**src/rtl/ucode_pkg.sv**
```systemverilog
// ucode_pkg: widths, word-field positions, opcodes and FSM states shared by the microcode sequencer
package ucode_pkg;
  localparam int DATA_WIDTH = 46;
  localparam int SIZE       = 1024;
  localparam int ADDR_WIDTH = $clog2(SIZE);
  localparam int CTRL_WIDTH = DATA_WIDTH - 3 - ADDR_WIDTH;
  localparam int CTRL_LSB   = 0;
  localparam int CTRL_MSB   = CTRL_WIDTH - 1;
  localparam int IMM_LSB    = CTRL_WIDTH;
  localparam int IMM_MSB    = CTRL_WIDTH + ADDR_WIDTH - 1;
  localparam int OP_LSB     = IMM_MSB + 1;
  localparam int OP_MSB     = DATA_WIDTH - 1;
  localparam logic [2:0] OP_NEXT  = 3'b000;
  localparam logic [2:0] OP_JUMP  = 3'b001;
  localparam logic [2:0] OP_LDCNT = 3'b010;
  localparam logic [2:0] OP_LOOP  = 3'b011;
  localparam logic [2:0] OP_BRC   = 3'b100;
  localparam logic [2:0] OP_CALL  = 3'b101;
  localparam logic [2:0] OP_RET   = 3'b110;
  localparam logic [2:0] OP_HALT  = 3'b111;
  typedef enum logic {IDLE, RUN} state_e;
endpackage

```
**src/rtl/ucode_next_pc.sv**
```systemverilog
// ucode_next_pc: combinational op decode and next-address / next-counter select
// Ports: op_i/imm_i fields of the current word, pc_i, cnt_i, cond_i in;
//        next_pc_o, cnt_next_o, halt_o out.
// UCODE_CALL_EN adds ret_i / ret_next_o and decodes CALL/RET (otherwise they act as NEXT).
module ucode_next_pc
  import ucode_pkg::*;
(
  input  logic [2:0]            op_i,
  input  logic [ADDR_WIDTH-1:0] imm_i,
  input  logic [ADDR_WIDTH-1:0] pc_i,
  input  logic [ADDR_WIDTH-1:0] cnt_i,
  input  logic                  cond_i,
`ifdef UCODE_CALL_EN
  input  logic [ADDR_WIDTH-1:0] ret_i,
  output logic [ADDR_WIDTH-1:0] ret_next_o,
`endif
  output logic [ADDR_WIDTH-1:0] next_pc_o,
  output logic [ADDR_WIDTH-1:0] cnt_next_o,
  output logic                  halt_o
);
  logic [ADDR_WIDTH-1:0] inc;
  logic                  loop_taken;
  logic                  take_imm;
  always_comb begin
    inc        = (pc_i == ADDR_WIDTH'(SIZE - 1)) ? '0 : pc_i + 1'b1;
    loop_taken = (op_i == OP_LOOP) && (cnt_i != '0);
    take_imm   = (op_i == OP_JUMP) || loop_taken || ((op_i == OP_BRC) && cond_i);
    halt_o     = op_i == OP_HALT;
    cnt_next_o = (op_i == OP_LDCNT) ? imm_i : loop_taken ? cnt_i - 1'b1 : cnt_i;
`ifdef UCODE_CALL_EN
    ret_next_o = (op_i == OP_CALL) ? inc : ret_i;
    next_pc_o  = (take_imm || op_i == OP_CALL) ? imm_i : (op_i == OP_RET) ? ret_i : inc;
`else
    next_pc_o  = take_imm ? imm_i : inc;
`endif
  end
endmodule

```
**src/rtl/ucode_sequencer.sv**
```systemverilog
// ucode_sequencer: microcode sequencer issuing one control word per cycle from a registered-read store
// Ports: clk, reset_n (async, active-low); start_i/start_addr_i host start; stall_i, cond_i from datapath;
//        ucode_addr_o/ucode_data_i store read port; ctrl_valid_o, ctrl_o, pc_o, busy_o, done_o status.
// UCODE_CALL_EN enables CALL/RET with a one-level return register.
module ucode_sequencer
  import ucode_pkg::*;
(
  input  logic                  clk,
  input  logic                  reset_n,
  input  logic                  start_i,
  input  logic [ADDR_WIDTH-1:0] start_addr_i,
  input  logic                  stall_i,
  input  logic                  cond_i,
  output logic [ADDR_WIDTH-1:0] ucode_addr_o,
  input  logic [DATA_WIDTH-1:0] ucode_data_i,
  output logic                  ctrl_valid_o,
  output logic [CTRL_WIDTH-1:0] ctrl_o,
  output logic [ADDR_WIDTH-1:0] pc_o,
  output logic                  busy_o,
  output logic                  done_o
);
  state_e                state_q, state_d;
  logic [ADDR_WIDTH-1:0] pc_q, pc_d, cnt_q, cnt_d, next_pc, cnt_next;
  logic                  halt;
  logic                  retire;
`ifdef UCODE_CALL_EN
  logic [ADDR_WIDTH-1:0] ret_q, ret_d, ret_next;
`endif
  ucode_next_pc u_next_pc (
    .op_i       (ucode_data_i[OP_MSB:OP_LSB]),
    .imm_i      (ucode_data_i[IMM_MSB:IMM_LSB]),
    .pc_i       (pc_q),
    .cnt_i      (cnt_q),
    .cond_i     (cond_i),
`ifdef UCODE_CALL_EN
    .ret_i      (ret_q),
    .ret_next_o (ret_next),
`endif
    .next_pc_o  (next_pc),
    .cnt_next_o (cnt_next),
    .halt_o     (halt)
  );
  // Stalls re-present pc to the store so the registered data (and ctrl_o) hold still.
  always_comb begin
    busy_o       = state_q == RUN;
    pc_o         = pc_q;
    retire       = busy_o && !halt && !stall_i;
    ctrl_valid_o = busy_o && !halt;
    done_o       = busy_o && halt;
    ctrl_o       = ctrl_valid_o ? ucode_data_i[CTRL_MSB:CTRL_LSB] : '0;
    ucode_addr_o = !ctrl_valid_o ? start_addr_i : stall_i ? pc_q : next_pc;
    state_d      = busy_o ? (halt ? IDLE : RUN) : (start_i ? RUN : IDLE);
    pc_d         = retire ? next_pc : (!busy_o && start_i) ? start_addr_i : pc_q;
    cnt_d        = retire ? cnt_next : cnt_q;
`ifdef UCODE_CALL_EN
    ret_d        = retire ? ret_next : ret_q;
`endif
  end
  always_ff @(posedge clk or negedge reset_n) begin
    if (!reset_n) begin
      state_q <= IDLE;
      pc_q    <= '0;
      cnt_q   <= '0;
`ifdef UCODE_CALL_EN
      ret_q   <= '0;
`endif
    end else begin
      state_q <= state_d;
      pc_q    <= pc_d;
      cnt_q   <= cnt_d;
`ifdef UCODE_CALL_EN
      ret_q   <= ret_d;
`endif
    end
  end
endmodule

```
**config.mk**
```make
export PLATFORM = sky130hd
export DESIGN_NAME = ucode_sequencer
export DESIGN_NICKNAME = d
export VERILOG_FILES = /design/src/rtl/ucode_pkg.sv /design/src/rtl/ucode_next_pc.sv /design/src/rtl/ucode_sequencer.sv
export SDC_FILE = /design/constraint.sdc
export NUM_CORES = 1
export LEC_CHECK = 0
export CAP_MARGIN = 25
export CORE_MARGIN = 10
export CORE_UTILIZATION = 40
export CTS_CLUSTER_SIZE = 24
export DETAILED_ROUTE_END_ITERATION = 16
export PLACE_DENSITY = 0.91
export SKIP_LAST_GASP = 1
export SLEW_MARGIN = 5
export SYNTH_ARGS = -nofsm -noshare
export SYNTH_HDL_FRONTEND = slang
export SYNTH_SLANG_ARGS = --single-unit
```
**constraint.sdc**
```tcl
create_clock -name clk -period 6.35 [get_ports clk]
set_input_delay 1.905 -clock clk [delete_from_list [all_inputs] [get_ports clk]]
set_output_delay 1.905 -clock clk [all_outputs]
set_load 0.01 [all_outputs]
```
==> qor.csv, run 1 <==
stage;metric;value;unit
setup_path;r2r_setup_slack;4040;ps
floorplanning;die_w;89.6;µm
clock_network;numCtsBuffers;3;
setup_path;worstReg2RegStart;busy_o;
logic_synthesis;yosysSeqAreaShare;27.1;%
worst_hold_path;worstHoldStart;cnt_q[6];
placed_design;placed_area;0.00312;mm²
clock_network;cts_tree;yes;
logic_synthesis;yosys_warnings;0;
clock_network;htreeDepth;1;
placed_design;port_buffers;116;
timing;hold_violations;0;
timing;timing.hold.ws;595;ps
power;power_density;363;mW/mm²
setup_path;crit_path_max_fanout;10;
timing;finalSetupViolations;0;
logic_synthesis;ys_top_cells_by_area;dfrtp_1 27%, and3_1 14%, a21oi_1 7.2%;
setup_path;critPathArrivalTime;4050;ps
timing;rsz0062_at_grt;no;
power;p_total;1.16;mW
detailed_routing;drt_iter0_drc;122;
clock_network;cts_sinks;21;
timing;max_slew.worst_pin.slew;866;ps
worst_hold_path;hold_path_class;flip-flop to flip-flop;
logic_synthesis;yosysTopAreaCellShare;27.1;%
logic_synthesis;yosysTopAreaCell;dfrtp_1;
detailed_routing;final_antenna_net_count;0;
timing;period_minus_slack;5950;ps
timing;fin_ws;396;ps
logic_synthesis;synthFlopType;dfrtp_1;
cells_and_area;antenna_cells;0;
detailed_routing;drt_first_pass_iters;4;
clock_network;postCtsHoldBufs;0;
detailed_routing;wl;7800;µm
placed_design;gp_congestion;0.843;
floorplanning;num_rows;25;
timing;finalSetupTns;0;ps
logic_synthesis;synth_edf_count;0;
cells_and_area;drive_gt1_share;4.46;%
floorplanning;core_area;0.00472;mm²
clock_network;post-cts-setup-buffers;0;
placed_design;place_ws;380;ps
power;power.leakage;1.36;nW
logic_synthesis;syn_area;0.00194;mm²
clock_network;clk_latency;260;ps
global_routing;grt_overflow_total;0;
clock_network;clock_path_buffers;2;
floorplanning;fp.dieArea;0.00803;mm²
logic_synthesis;synth_nets;319;
global_routing;antenna_found_initial;0;
logic_synthesis;synth.most_common_cell;and3_1;
floorplanning;io_pins;117;
worst_hold_path;holdPathStages;2;
global_routing;grt_pass1_wl;11600;µm
setup_path;path_class;input port to output port;
logic_synthesis;netlist_instances;255;
cells_and_area;final_cells;426;
timing;post-route-period-util;93.8;%
cells_and_area;nNetsFinal;424;
cells_and_area;syn_to_final_growth;65.1;%
global_routing;grtUsageTotal;18.2;%
setup_path;required;4450;ps
detailed_routing;vias_per_cell;5.64;
global_routing;grt_max_degree;39;
floorplanning;initial_core_util;41.0;%
power;ir_worst_vdd;230;µV
logic_synthesis;yosysUniqueCellTypes;39;
clock_network;clk_pin_slew;80;ps
detailed_routing;drc_errors;0;
cells_and_area;postLayoutCoreUtil;67.8;%
placed_design;hpwl;6160;µm
logic_synthesis;synth_commonest_cells;43 x and3_1, 28 x a21oi_1, 21 x dfrtp_1;
detailed_routing;dr_total_vias;2402;
run;cap_violations;0;
setup_path;end_kind;output port;
timing;finalMaxSlewViolations;0;
timing;slew_headroom;41.5;%
worst_hold_path;min_to;cnt_q[6];
global_routing;grt_pass1_vias;2279;
setup_path;r2r-end;cnt_q[6];
timing;max_freq;168;MHz
placed_design;dp.cells;420;
setup_path;rr_worst_depth;5;
cells_and_area;finalInstanceArea;0.00320;mm²
logic_synthesis;synth-async-reset-ratio;100;%
logic_synthesis;ys_seq_elements;21;
logic_synthesis;syn_area_per_cell;7.60;µm²
setup_path;cp-start-kind;input port;
detailed_routing;routedWlPerCell;18.3;µm
clock_network;cts-resized-gates;0;
clock_network;ctsRootBufferMaster;clkbuf_8;
status;outcome;finished clean;
floorplanning;die_h;89.6;µm
timing;skew;2.25;ps
[layer usage]
| layer | GRT usage [%] | vias up | wire length, µm |
|---|---|---|---|
| li1 | - | 1154 | - |
| met4 | 5.20 | 0 | 179 |
| met1 | 20.6 | 1090 | 2910 |
| met5 | 0 | - | 0 |
| met2 | 32.3 | 144 | 3620 |
| met3 | 5.32 | 14 | 1090 |
[state kept, by name (all words and copies together) (netlist names)]
register  cells
busy_o        1
pc_o         10
cnt_q        10
[how the worst max path moves through the flow]
| stage | startpoint | to | slack, ps | cells after the start |
|---|---|---|---|---|
| after detailed placement | ucode_data_i[45] | ucode_addr_o[7] | 380 | 8 |
| after global placement | ucode_data_i[45] | ucode_addr_o[5] | 460 | 8 |
| after CTS | ucode_data_i[45] | ucode_addr_o[7] | 370 | 8 |
| final | ucode_data_i[45] | ucode_addr_o[7] | 400 | 8 |
| after floorplan | ucode_data_i[44] | ucode_addr_o[7] | 1570 | 7 |
| after global routing | ucode_data_i[45] | ucode_addr_o[9] | 240 | 8 |
[where the power goes]
| group | switching (mW) | total [mW] | leakage [nW] | internal (mW) |
|---|---|---|---|---|
| logic | 0.347 | 0.754 | 1.09 | 0.407 |
| registers | 0.120 | 0.317 | 0.245 | 0.197 |
| clock network | 0.0474 | 0.0912 | 0.0255 | 0.0438 |
| total | 0.514 | 1.16 | 1.36 | 0.648 |
[worst max-delay path, stage by stage]
cell	delay, ps
clkdlybuf4s50_1	570
nand2b_1	140
a41oi_1	50
a31oi_1	190
buf_4	250
mux2i_1	290
o21ai_0	120
clkdlybuf4s50_1	520
[area by class of cell]
cell class / count / area (µm²)
sequential: 21 / 526
clock inverter: 1 / 5.00
tap: 67 / 83.8
inverter: 5 / 18.8
timing repair buffer: 122 / 1220
clock buffer: 3 / 41.3
multi-input combinational: 207 / 1300
fill: 404 / 1520
[cells by family after synthesis]
group / count (synthesis) / share of synthesized area [%]
AO/OA/AOI/OAI: 76 / 23.9
adder cells (fa/ha/maj): 3 / 1.94
AND/OR/NAND/NOR: 113 / 34.0
XOR/XNOR: 5 / 2.26
multiplexers: 10 / 5.16
buffers and inverters: 27 / 5.68
flip-flops: 21 / 27.1
[cell usage in the layout (no fill, tap or decap), types with 2 or more instances in the layout]
| cell type | count |
|---|---|
| clkdlybuf4s50_1 | 116 |
| and3_1 | 43 |
| a21oi_1 | 28 |
| dfrtp_1 | 21 |
| nor2_1 | 20 |
| nand2_1 | 13 |
| o21ai_0 | 13 |
| nand2b_1 | 11 |
| o22ai_1 | 11 |
| mux2i_1 | 10 |
| nand3_1 | 8 |
| o21ai_1 | 7 |
| inv_1 | 4 |
| and4_1 | 4 |
| a31oi_1 | 4 |
| buf_4 | 4 |
| xnor2_1 | 3 |
| or3_1 | 3 |
| a2bb2oi_1 | 3 |
| a221oi_2 | 3 |
| ha_1 | 3 |
| clkbuf_8 | 3 |
| a41oi_1 | 2 |
| or4_1 | 2 |
| xor2_1 | 2 |
| o211ai_1 | 2 |
No activity file was read; power rests on OpenSTA's default activity.
==> inputs of run 2 (changes only) <==
ABC_AREA = 1   (was unset)
CORE_UTILIZATION = 38   (was 40)
PLACE_DENSITY = 0.87   (was 0.91)
clock period = 6.1 ns   (was 6.35 ns; I/O delays follow)
==> run 2 against run 1 <==
Compared with the run above: critical path depth is 4 higher; global-route usage is 0.080 points lower; clock skew increased by 1.3 ps; non-clock buffer count down 2; routed wire length up 1.6%; worst setup slack got worse by 32 ps; clock power increased by 4.1%; core utilization decreased by 3.7 points; clock-buffer cell count unchanged; largest cell class is now non-clock buffers; largest power group unchanged.
==> qor.csv, run 2 <==
stage;metric;value;unit
setup_path;end_kind;output port;
logic_synthesis;ys_seq_elements;21;
power;seq_power_share;24.3;%
logic_synthesis;yosysTopAreaCell;dfrtp_1;
floorplanning;die_h;92.3;µm
logic_synthesis;synth-async-reset-ratio;100;%
timing;finalSetupViolations;0;
setup_path;cp-start-kind;input port;
timing;hold_violations;0;
detailed_routing;wl;7920;µm
clock_network;htreeDepth;1;
global_routing;grt_overflow_total;0;
clock_network;cts_tree;yes;
global_routing;grt_pass1_vias;2644;
floorplanning;io_pins;117;
timing;fin_ws;363;ps
setup_path;rr_worst_depth;10;
cells_and_area;finalInstanceArea;0.00325;mm²
clock_network;cts-resized-gates;0;
logic_synthesis;synth.most_common_cell;nor2_1;
logic_synthesis;syn_area_per_cell;5.77;µm²
setup_path;path_class;input port to output port;
detailed_routing;dr_total_vias;2636;
logic_synthesis;yosysUniqueCellTypes;25;
timing;skew;3.59;ps
logic_synthesis;synthFlopType;dfrtp_1;
status;outcome;finished clean;
power;power.leakage;1.55;nW
worst_hold_path;hold_path_class;flip-flop to flip-flop;
floorplanning;num_rows;26;
power;intPower;644;µW
floorplanning;core_area;0.00507;mm²
cells_and_area;fill_cells;459;
cells_and_area;layout_common_cells;116 x clkdlybuf4s50_1, 67 x nor2_1, 64 x nand2_1;
detailed_routing;routedWlPerCell;15.1;µm
clock_network;clk_pin_slew;80;ps
floorplanning;fp.dieArea;0.00852;mm²
clock_network;clock_path_buffers;2;
timing;rsz0062_at_grt;no;
placed_design;place_ws;387;ps
logic_synthesis;yosysSeqAreaShare;26.5;%
logic_synthesis;ys_top_cells_by_area;dfrtp_1 26%, nor2_1 13%, nand2_1 12%;
placed_design;hpwl;6410;µm
logic_synthesis;yosysTopAreaCellShare;26.5;%
global_routing;grt_pass1_wl;12900;µm
cells_and_area;final_common_cell;clkdlybuf4s50_1;
clock_network;clk_latency;260;ps
detailed_routing;drt_first_pass_iters;5;
clock_network;post-cts-setup-buffers;0;
floorplanning;die_w;92.3;µm
power;power_density;370;mW/mm²
cells_and_area;drive_gt1_share;6.81;%
clock_network;postCtsHoldBufs;0;
timing;max_freq;174;MHz
logic_synthesis;netlist_instances;344;
placed_design;port_buffers;116;
cells_and_area;nNetsFinal;520;
power;p_switching;559;µW
run;cap_violations;0;
placed_design;placed_area;0.00319;mm²
cells_and_area;syn_to_final_growth;63.8;%
power;p_clk_share;7.9;%
floorplanning;initial_core_util;39.1;%
global_routing;antenna_found_initial;0;
setup_path;critPathArrivalTime;3910;ps
clock_network;ctsRootBufferMaster;clkbuf_8;
power;switching_share;46.5;%
detailed_routing;drt_iter0_drc;134;
power;p_total;1.20;mW
timing;max_slew.worst_pin.slew;675;ps
power;p_comb_share;67.8;%
setup_path;required;4270;ps
logic_synthesis;syn_area;0.00199;mm²
power;ir_worst_vdd;205;µV
setup_path;slowest_stage;clkdlybuf4s50_1;
logic_synthesis;synth_nets;408;
setup_path;max_stage_delay;560;ps
logic_synthesis;yosys_warnings;0;
timing;finalSetupTns;0;ps
logic_synthesis;synth_commonest_cells;67 x nor2_1, 64 x nand2_1, 55 x inv_1;
placed_design;gp_congestion;0.902;
global_routing;grtUsageTotal;18.1;%
logic_synthesis;synth_edf_count;0;
timing;period_minus_slack;5740;ps
worst_hold_path;holdPathStages;2;
timing;timing.hold.ws;557;ps
setup_path;path_common_cell;nand2_1;
setup_path;crit_path_max_fanout;15;
detailed_routing;drc_errors;0;
clock_network;numCtsBuffers;3;
global_routing;grt_max_degree;28;
detailed_routing;vias_per_cell;5.02;
setup_path;path_cells;clkdlybuf4s50_1 > inv_2 > nand2_1 > nand2_1 > nor2_2 > inv_2 > nand2_2 > nand2_1 > o21ai_1 > nand2_1 > o21ai_1 > clkdlybuf4s50_1;
detailed_routing;final_antenna_net_count;0;
clock_network;cts_sinks;21;
timing;slew_headroom;54.8;%
timing;post-route-period-util;94.0;%
timing;finalMaxSlewViolations;0;
cells_and_area;antenna_cells;0;
## run 2: changes by cell type in the layout (fill, tap and decap cells not counted), moves of 6 or more
cell	previous run	this run
nand2_1	13	64
nor2_1	20	67
and3_1	43	0
o22ai_1	11	1
nand3_1	8	17
o21ai_1	7	26
mux2i_1	10	0
nor2_2	0	6
nand2b_1	11	0
inv_1	4	55
inv_2	1	10
## run 2: kinds of logic after synthesis
family	Yosys count	synth area share, %
AO/OA/AOI/OAI	71	18.6
XOR/XNOR	6	2.65
AND/OR/NAND/NOR	165	34.8
flip-flops	21	26.5
buffers and inverters	78	15.6
adder cells (fa/ha/maj)	3	1.89
## run 2: area by class of cell
type | count | area, µm² | share of cell area (%)
clock buffer | 3 | 41.3 | 1.27
clock inverter | 1 | 5.00 | 0.154
inverter | 65 | 244 | 7.50
multi-input combinational | 245 | 1150 | 35.4
sequential | 21 | 526 | 16.2
tap | 70 | 87.6 | 2.69
timing repair buffer | 120 | 1200 | 36.9
## run 2: path summary, 6_finish.rpt
kind / from / endpoint / slack (ps)
min in group asynchronous: reset_n / cnt_q[5] / 1790
hold / removal: cnt_q[8] / cnt_q[8] / 560
max in group asynchronous: reset_n / cnt_q[3] / 3910
setup reg to reg: pc_o[1] / pc_o[5] / 4260
hold reg to reg: cnt_q[8] / cnt_q[8] / 560
setup / recovery: ucode_data_i[45] / ucode_addr_o[1] / 360
## run 2: stage by stage
step	util [%]	cells
finish	64.1	525
global route	64.1	525
detailed placement	62.9	520
floorplan	-	344
CTS	63.8	524
global placement	62.9	520
## run 2: power by group through the flow
| stage | combinational [mW] | sequential [mW] | clock, mW |
|---|---|---|---|
| 4_1_cts | 0.817 | 0.291 | 0.0963 |
| 3_5_place_dp | 0.808 | 0.292 | 0 |
| 6_report | 0.815 | 0.293 | 0.0949 |
| 3_3_place_gp | 0.793 | 0.294 | 0 |
| 5_1_grt | 0.903 | 0.304 | 0.102 |
| 2_1_floorplan | 0.428 | 0.290 | 0 |
## run 2: worst max-delay path: cells and delay by family
family	cells	cell delay, ps
AND/OR/NAND/NOR	6	670
buffers and inverters	4	1180
AO/OA/AOI/OAI	2	220
## run 2: metal layers
layer / global-route usage, % / vias up / wire length (µm)
li1: - / 1282 / -
met1: 19.5 / 1193 / 2910
met2: 31.1 / 152 / 3790
met3: 10.0 / 9 / 1140
met4: 2.83 / 0 / 65
met5: 0 / - / 0
==> inputs of run 3 (changes only) <==
SKIP_LAST_GASP = unset   (was 1)
==> results of run 3 <==
Same layout as run 2: the final DEF is identical, and so are final timing and power.
